[src/rtl/baccarat_deal_ctrl.sv]
// Baccarat deal sequencer: steps the card-register load strobes one card per request,
// applies the third-card rules on the live hand scores and latches the winner lights.
module baccarat_deal_ctrl #(
    parameter int unsigned NATURAL_MIN      = 8,
    parameter int unsigned PLAYER_STAND_MIN = 6
) (
    input  logic       slow_clock,
    input  logic       reset,
    input  logic       step,
    input  logic [3:0] pscore,
    input  logic [3:0] dscore,
    input  logic [3:0] pcard3,
    output logic       load_pcard1,
    output logic       load_pcard2,
    output logic       load_pcard3,
    output logic       load_dcard1,
    output logic       load_dcard2,
    output logic       load_dcard3,
    output logic       clear_cards,
    output logic       waiting,
    output logic       player_win_light,
    output logic       dealer_win_light
);

    localparam logic [3:0] NAT_MIN   = 4'(NATURAL_MIN);
    localparam logic [3:0] STAND_MIN = 4'(PLAYER_STAND_MIN);

    typedef enum logic [3:0] {
        WAIT_P1, LD_P1, WAIT_D1, LD_D1, WAIT_P2, LD_P2, WAIT_D2, LD_D2,
        EVAL2, WAIT_P3, LD_P3, EVAL3, WAIT_D3, LD_D3, RESULT, DONE
    } state_t;

    state_t     state_q, state_d;
    logic       clear_q, clear_d;
    logic       pwin_q, pwin_d;
    logic       dwin_q, dwin_d;
    logic       waiting_q, waiting_d;
    logic [5:0] load_q, load_d;
    logic [3:0] pcard3_val;
    logic       dealer_draws;

    // Face cards and tens count as zero in the drawing table.
    assign pcard3_val = (pcard3 >= 4'd10) ? 4'd0 : pcard3;

    always_comb begin
        dealer_draws = 1'b0;
        case (dscore)
            4'd0, 4'd1, 4'd2: dealer_draws = 1'b1;
            4'd3:             dealer_draws = (pcard3_val != 4'd8);
            4'd4:             dealer_draws = (pcard3_val >= 4'd2) && (pcard3_val <= 4'd7);
            4'd5:             dealer_draws = (pcard3_val >= 4'd4) && (pcard3_val <= 4'd7);
            4'd6:             dealer_draws = (pcard3_val == 4'd6) || (pcard3_val == 4'd7);
            default:          dealer_draws = 1'b0;
        endcase
    end

    always_comb begin
        state_d = state_q;
        clear_d = 1'b0;
        pwin_d  = pwin_q;
        dwin_d  = dwin_q;
        case (state_q)
            WAIT_P1: if (step) state_d = LD_P1;
            LD_P1:   state_d = WAIT_D1;
            WAIT_D1: if (step) state_d = LD_D1;
            LD_D1:   state_d = WAIT_P2;
            WAIT_P2: if (step) state_d = LD_P2;
            LD_P2:   state_d = WAIT_D2;
            WAIT_D2: if (step) state_d = LD_D2;
            LD_D2:   state_d = EVAL2;
            EVAL2: begin
                if (pscore >= NAT_MIN || dscore >= NAT_MIN) state_d = RESULT;
                else if (pscore < STAND_MIN)                state_d = WAIT_P3;
                else if (dscore <= 4'd5)                    state_d = WAIT_D3;
                else                                        state_d = RESULT;
            end
            WAIT_P3: if (step) state_d = LD_P3;
            LD_P3:   state_d = EVAL3;
            EVAL3:   state_d = dealer_draws ? WAIT_D3 : RESULT;
            WAIT_D3: if (step) state_d = LD_D3;
            LD_D3:   state_d = RESULT;
            RESULT: begin
                state_d = DONE;
                pwin_d  = (pscore >= dscore);
                dwin_d  = (dscore >= pscore);
            end
            DONE: begin
                if (step) begin
                    state_d = WAIT_P1;
                    clear_d = 1'b1;
                    pwin_d  = 1'b0;
                    dwin_d  = 1'b0;
                end
            end
            default: state_d = WAIT_P1;
        endcase
    end

    // Strobes are decoded from the next state so each one is registered yet
    // coincides exactly with the cycle spent in its LD state.
    always_comb begin
        load_d    = '0;
        load_d[0] = (state_d == LD_P1);
        load_d[1] = (state_d == LD_P2);
        load_d[2] = (state_d == LD_P3);
        load_d[3] = (state_d == LD_D1);
        load_d[4] = (state_d == LD_D2);
        load_d[5] = (state_d == LD_D3);
        waiting_d = (state_d == WAIT_P1) || (state_d == WAIT_D1) || (state_d == WAIT_P2) ||
                    (state_d == WAIT_D2) || (state_d == WAIT_P3) || (state_d == WAIT_D3) ||
                    (state_d == DONE);
    end

    always_ff @(posedge slow_clock) begin
        if (reset) begin
            state_q   <= WAIT_P1;
            load_q    <= '0;
            clear_q   <= 1'b0;
            pwin_q    <= 1'b0;
            dwin_q    <= 1'b0;
            waiting_q <= 1'b1;
        end else begin
            state_q   <= state_d;
            load_q    <= load_d;
            clear_q   <= clear_d;
            pwin_q    <= pwin_d;
            dwin_q    <= dwin_d;
            waiting_q <= waiting_d;
        end
    end

    assign load_pcard1      = load_q[0];
    assign load_pcard2      = load_q[1];
    assign load_pcard3      = load_q[2];
    assign load_dcard1      = load_q[3];
    assign load_dcard2      = load_q[4];
    assign load_dcard3      = load_q[5];
    assign clear_cards      = clear_q;
    assign waiting          = waiting_q;
    assign player_win_light = pwin_q;
    assign dealer_win_light = dwin_q;

endmodule

[config.mk]
export PLATFORM = sky130hd
export DESIGN_NAME = baccarat_deal_ctrl
export DESIGN_NICKNAME = d
export VERILOG_FILES = /design/src/rtl/baccarat_deal_ctrl.sv
export SDC_FILE = /design/constraint.sdc
export NUM_CORES = 1
export LEC_CHECK = 0
export CAP_MARGIN = 20
export CORE_ASPECT_RATIO = 1.1
export CORE_MARGIN = 4
export CORE_UTILIZATION = 45
export DETAILED_ROUTE_END_ITERATION = 16
export PLACE_DENSITY = 0.75
export SYNTH_ARGS = -nofsm -noshare
export SYNTH_HDL_FRONTEND = slang
export SYNTH_SLANG_ARGS = --single-unit
[constraint.sdc]
create_clock -name slow_clock -period 1.5 [get_ports slow_clock]
set_input_delay 0.15 -clock slow_clock [delete_from_list [all_inputs] [get_ports slow_clock]]
set_output_delay 0.15 -clock slow_clock [all_outputs]
set_load 0.02 [all_outputs]
==> results.py <==
metrics = {
    "clocking": {
        "insertion_delay_ps": 290,
        "root_buffer": "clkbuf_4",
        "cts_buffers": 3,
        "h-tree-depth": 1,
        "clockBufferDepth": 2,
        "cts_tree": "yes",
        "holdBufCountCts": 0,
        "cts_sinks": 14,
        "clk_pin_slew_worst_paths_ps": 80,
    },
    "die": {
        "ioPinCount": 25,
        "fp.coreArea_sq_um": 1800,
        "die_y_um": 53.9,
        "initial_core_util_pct": 47.9,
        "die_x_um": 49.8,
        "die-area_sq_um": 2680,
        "row_count": 16,
    },
    "drt": {
        "drt-initial-drc-count": 20,
        "routed_wl_um": 2360,
        "firstDrtPassIters": 4,
        "vias": 934,
        "ant_nets": 0,
        "drcViolationCount": 0,
        "avgRoutedWirePerCell_um": 14.0,
        "viasPerCell": 5.56,
    },
    "timing": {
        "relSlewSlack_pct": 58.1,
        "tightest_slew_ps": 622,
        "setup_viol": 0,
        "whs_ps": 484,
        "finalMaxSlewViolations": 0,
        "fin_worst_skew_ps": 1.34,
        "rsz0062_at_grt": "true",
        "hold_violations": 0,
        "fin_crit_sh_pct": 98.4,
        "min_period_ps": 1480,
        "max_freq_mhz": 678,
    },
    "placed_design": {
        "place.gp.congestion": 0.887,
        "dp_hpwl_um": 1820,
        "io_buffer_count": 24,
    },
    "worst_setup_path": {
        "ff2ff_setup_slack_ps": 40,
        "cp_cell_sequence": "clkdlybuf4s50_1 -> a211oi_2 -> nor2_1 -> a32o_1 -> nor3b_2 -> buf_4 -> nor3b_4",
        "arrival_ps": 1690,
        "crit_fanout": 5,
        "timing.rr.end": "waiting",
        "critical_path_class": "primary input to register",
        "worstSetupEndpoint": "load_q[1]",
        "reg2reg_depth": 6,
        "max_stage_delay_ps": 450,
        "endpoint_kind": "register",
        "cp_slowest_cell": "clkdlybuf4s50_1",
        "cp-start-kind": "primary input",
        "critPathRequiredTime_ps": 1710,
        "reg2reg_from": "state_q[3]",
        "cp-startpoint": "pscore[2]",
    },
    "synthesis": {
        "ys_seq_area_share_pct": 32.5,
        "synth.avg_cell_area_sq_um": 8.14,
        "synthTopCellsByArea": "dfxtp_1 (32%), a21oi_1 (6.4%), ha_1 (5.8%), nor2_1 (4.3%), o21ai_0 (4.1%)",
        "async_flop_share_pct": 0,
        "synthCells": 106,
        "ys_ff_latch": 14,
        "synth_cell_types": 39,
        "synth_edf_count": 0,
        "ys_warn_count": 0,
        "synth_area_sq_um": 863,
        "ys.flop_type": "dfxtp_1",
        "yosys.area.top_type": "dfxtp_1",
        "synth_nets": 125,
        "synth_top_area_share_pct": 32.5,
    },
    "layout": {
        "final_cell_mix": "buf_4 (21), clkdlybuf4s50_1 (16), dfxtp_1 (11), nor2_1 (10), a21oi_1 (9)",
        "syn2layout_area_growth_pct": 59.3,
        "diodes": 0,
        "nNetsFinal": 170,
        "layout-drive-gt1-share_pct": 28.7,
        "final_common_cell": "buf_4",
    },
    "power_and_ir_drop": {
        "p_per_area_nw_per_um2": 668,
        "leakage_nw": 0.614,
        "ir_worst_vdd_mv": 0.811,
        "p_total_uw": 919,
    },
    "global_route": {
        "antenna_found_initial": 0,
        "grt.overflow.total": 0,
        "grt_pass1_wl_um": 3940,
        "grt_pass1_vias": 914,
        "grt.total_usage_pct": 19.5,
        "grt_start_max_net_pins": 14,
    },
    "status": {
        "status": "finished, final reports clean",
    },
    "min_path": {
        "hold_class": "register to register",
    },
    "flow_run": {
        "maxCapViolations": 0,
    },
}
worst min path at each step:
| stage | start | to | slack [ps] | cells after the start |
|---|---|---|---|---|
| floorplan | reset | state_q[1] | 460 | 2 |
| global placement | player_win_light | player_win_light | 460 | 2 |
| detailed placement | dealer_win_light | dealer_win_light | 470 | 2 |
| CTS | dealer_win_light | dealer_win_light | 480 | 2 |
| global route | player_win_light | player_win_light | 510 | 2 |
| finish | dealer_win_light | dealer_win_light | 480 | 2 |
synth_stat cells, types with 2 or more instances:
master / instances
a21oi_1: 11
nor3b_2: 2
inv_1: 7
nor2b_1: 2
ha_1: 4
a221oi_1: 2
a211o_1: 2
nand2b_1: 3
or3b_1: 2
nor2_1: 10
dfxtp_1: 14
nor3_1: 3
nor3b_1: 2
o21ai_0: 7
buf_2: 4
a211oi_1: 2
nand2_1: 7
kinds of logic after synthesis:
kind of cell,share of synthesized area [%]
compound gates,27.1
fa+ha+maj,5.80
buf+inv,6.23
flops,32.5
simple gates,28.4
layer usage:
layer | vias up | track usage (%) | part of all wire (%)
met1 | 429 | 22.1 | 46
met4 | 0 | 6.91 | 1.8
met3 | 6 | 5.26 | 4.0
met2 | 24 | 35.5 | 49
met5 | - | 0 | 0
li1 | 475 | - | -
final cells by class:
class / count / area (sq um)
Timing Repair Buffer: 46 / 434
Multi-Input combinational cell: 79 / 572
Fill cell: 126 / 427
Sequential cell: 14 / 284
Tap cell: 18 / 22.5
Inverter: 7 / 26.3
Clock buffer: 4 / 36.3
flip-flops by register name, summed over array words and instances (netlist names):
signal	cells
dealer_win_light	1
player_win_light	1
waiting	1
state_q	4
clear_cards	1
load_q	6
metrics by stage:
| stage | setup TNS (ps) | utilization [%] | instance area (sq um) | std cells | worst slack (ps) |
|---|---|---|---|---|---|
| finish | 0 | 76.3 | 1380 | 168 | 24.1 |
| global route | -103 | 76.3 | 1380 | 168 | -43.2 |
| CTS | -26.6 | 72.4 | 1300 | 166 | -26.6 |
| detailed placement | -2870 | 69.6 | 1250 | 161 | -436 |
| global placement | -2280 | 69.6 | 1250 | 161 | -322 |
| floorplan | 0 | - | 863 | 106 | 142 |
power by group:
group          internal (mW)  switching, mW
logic                  0.140          0.114
registers              0.384        0.00817
clock network          0.148          0.126
critical path: cells and delay by family:
kind / cells / cell delay, ps
AO/OA/AOI/OAI: 2 / 470
AND/OR/NAND/NOR: 3 / 440
buffers and inverters: 2 / 610
what timing repair did:
action                     in CTS  in global routing
setup endpoints to repair       5                  6
gates resized for setup         4                 17
pin swaps                       2                  8
cloned                          0                  0
setup buffers                   1                  2
No activity file was read; power rests on OpenSTA's default activity.
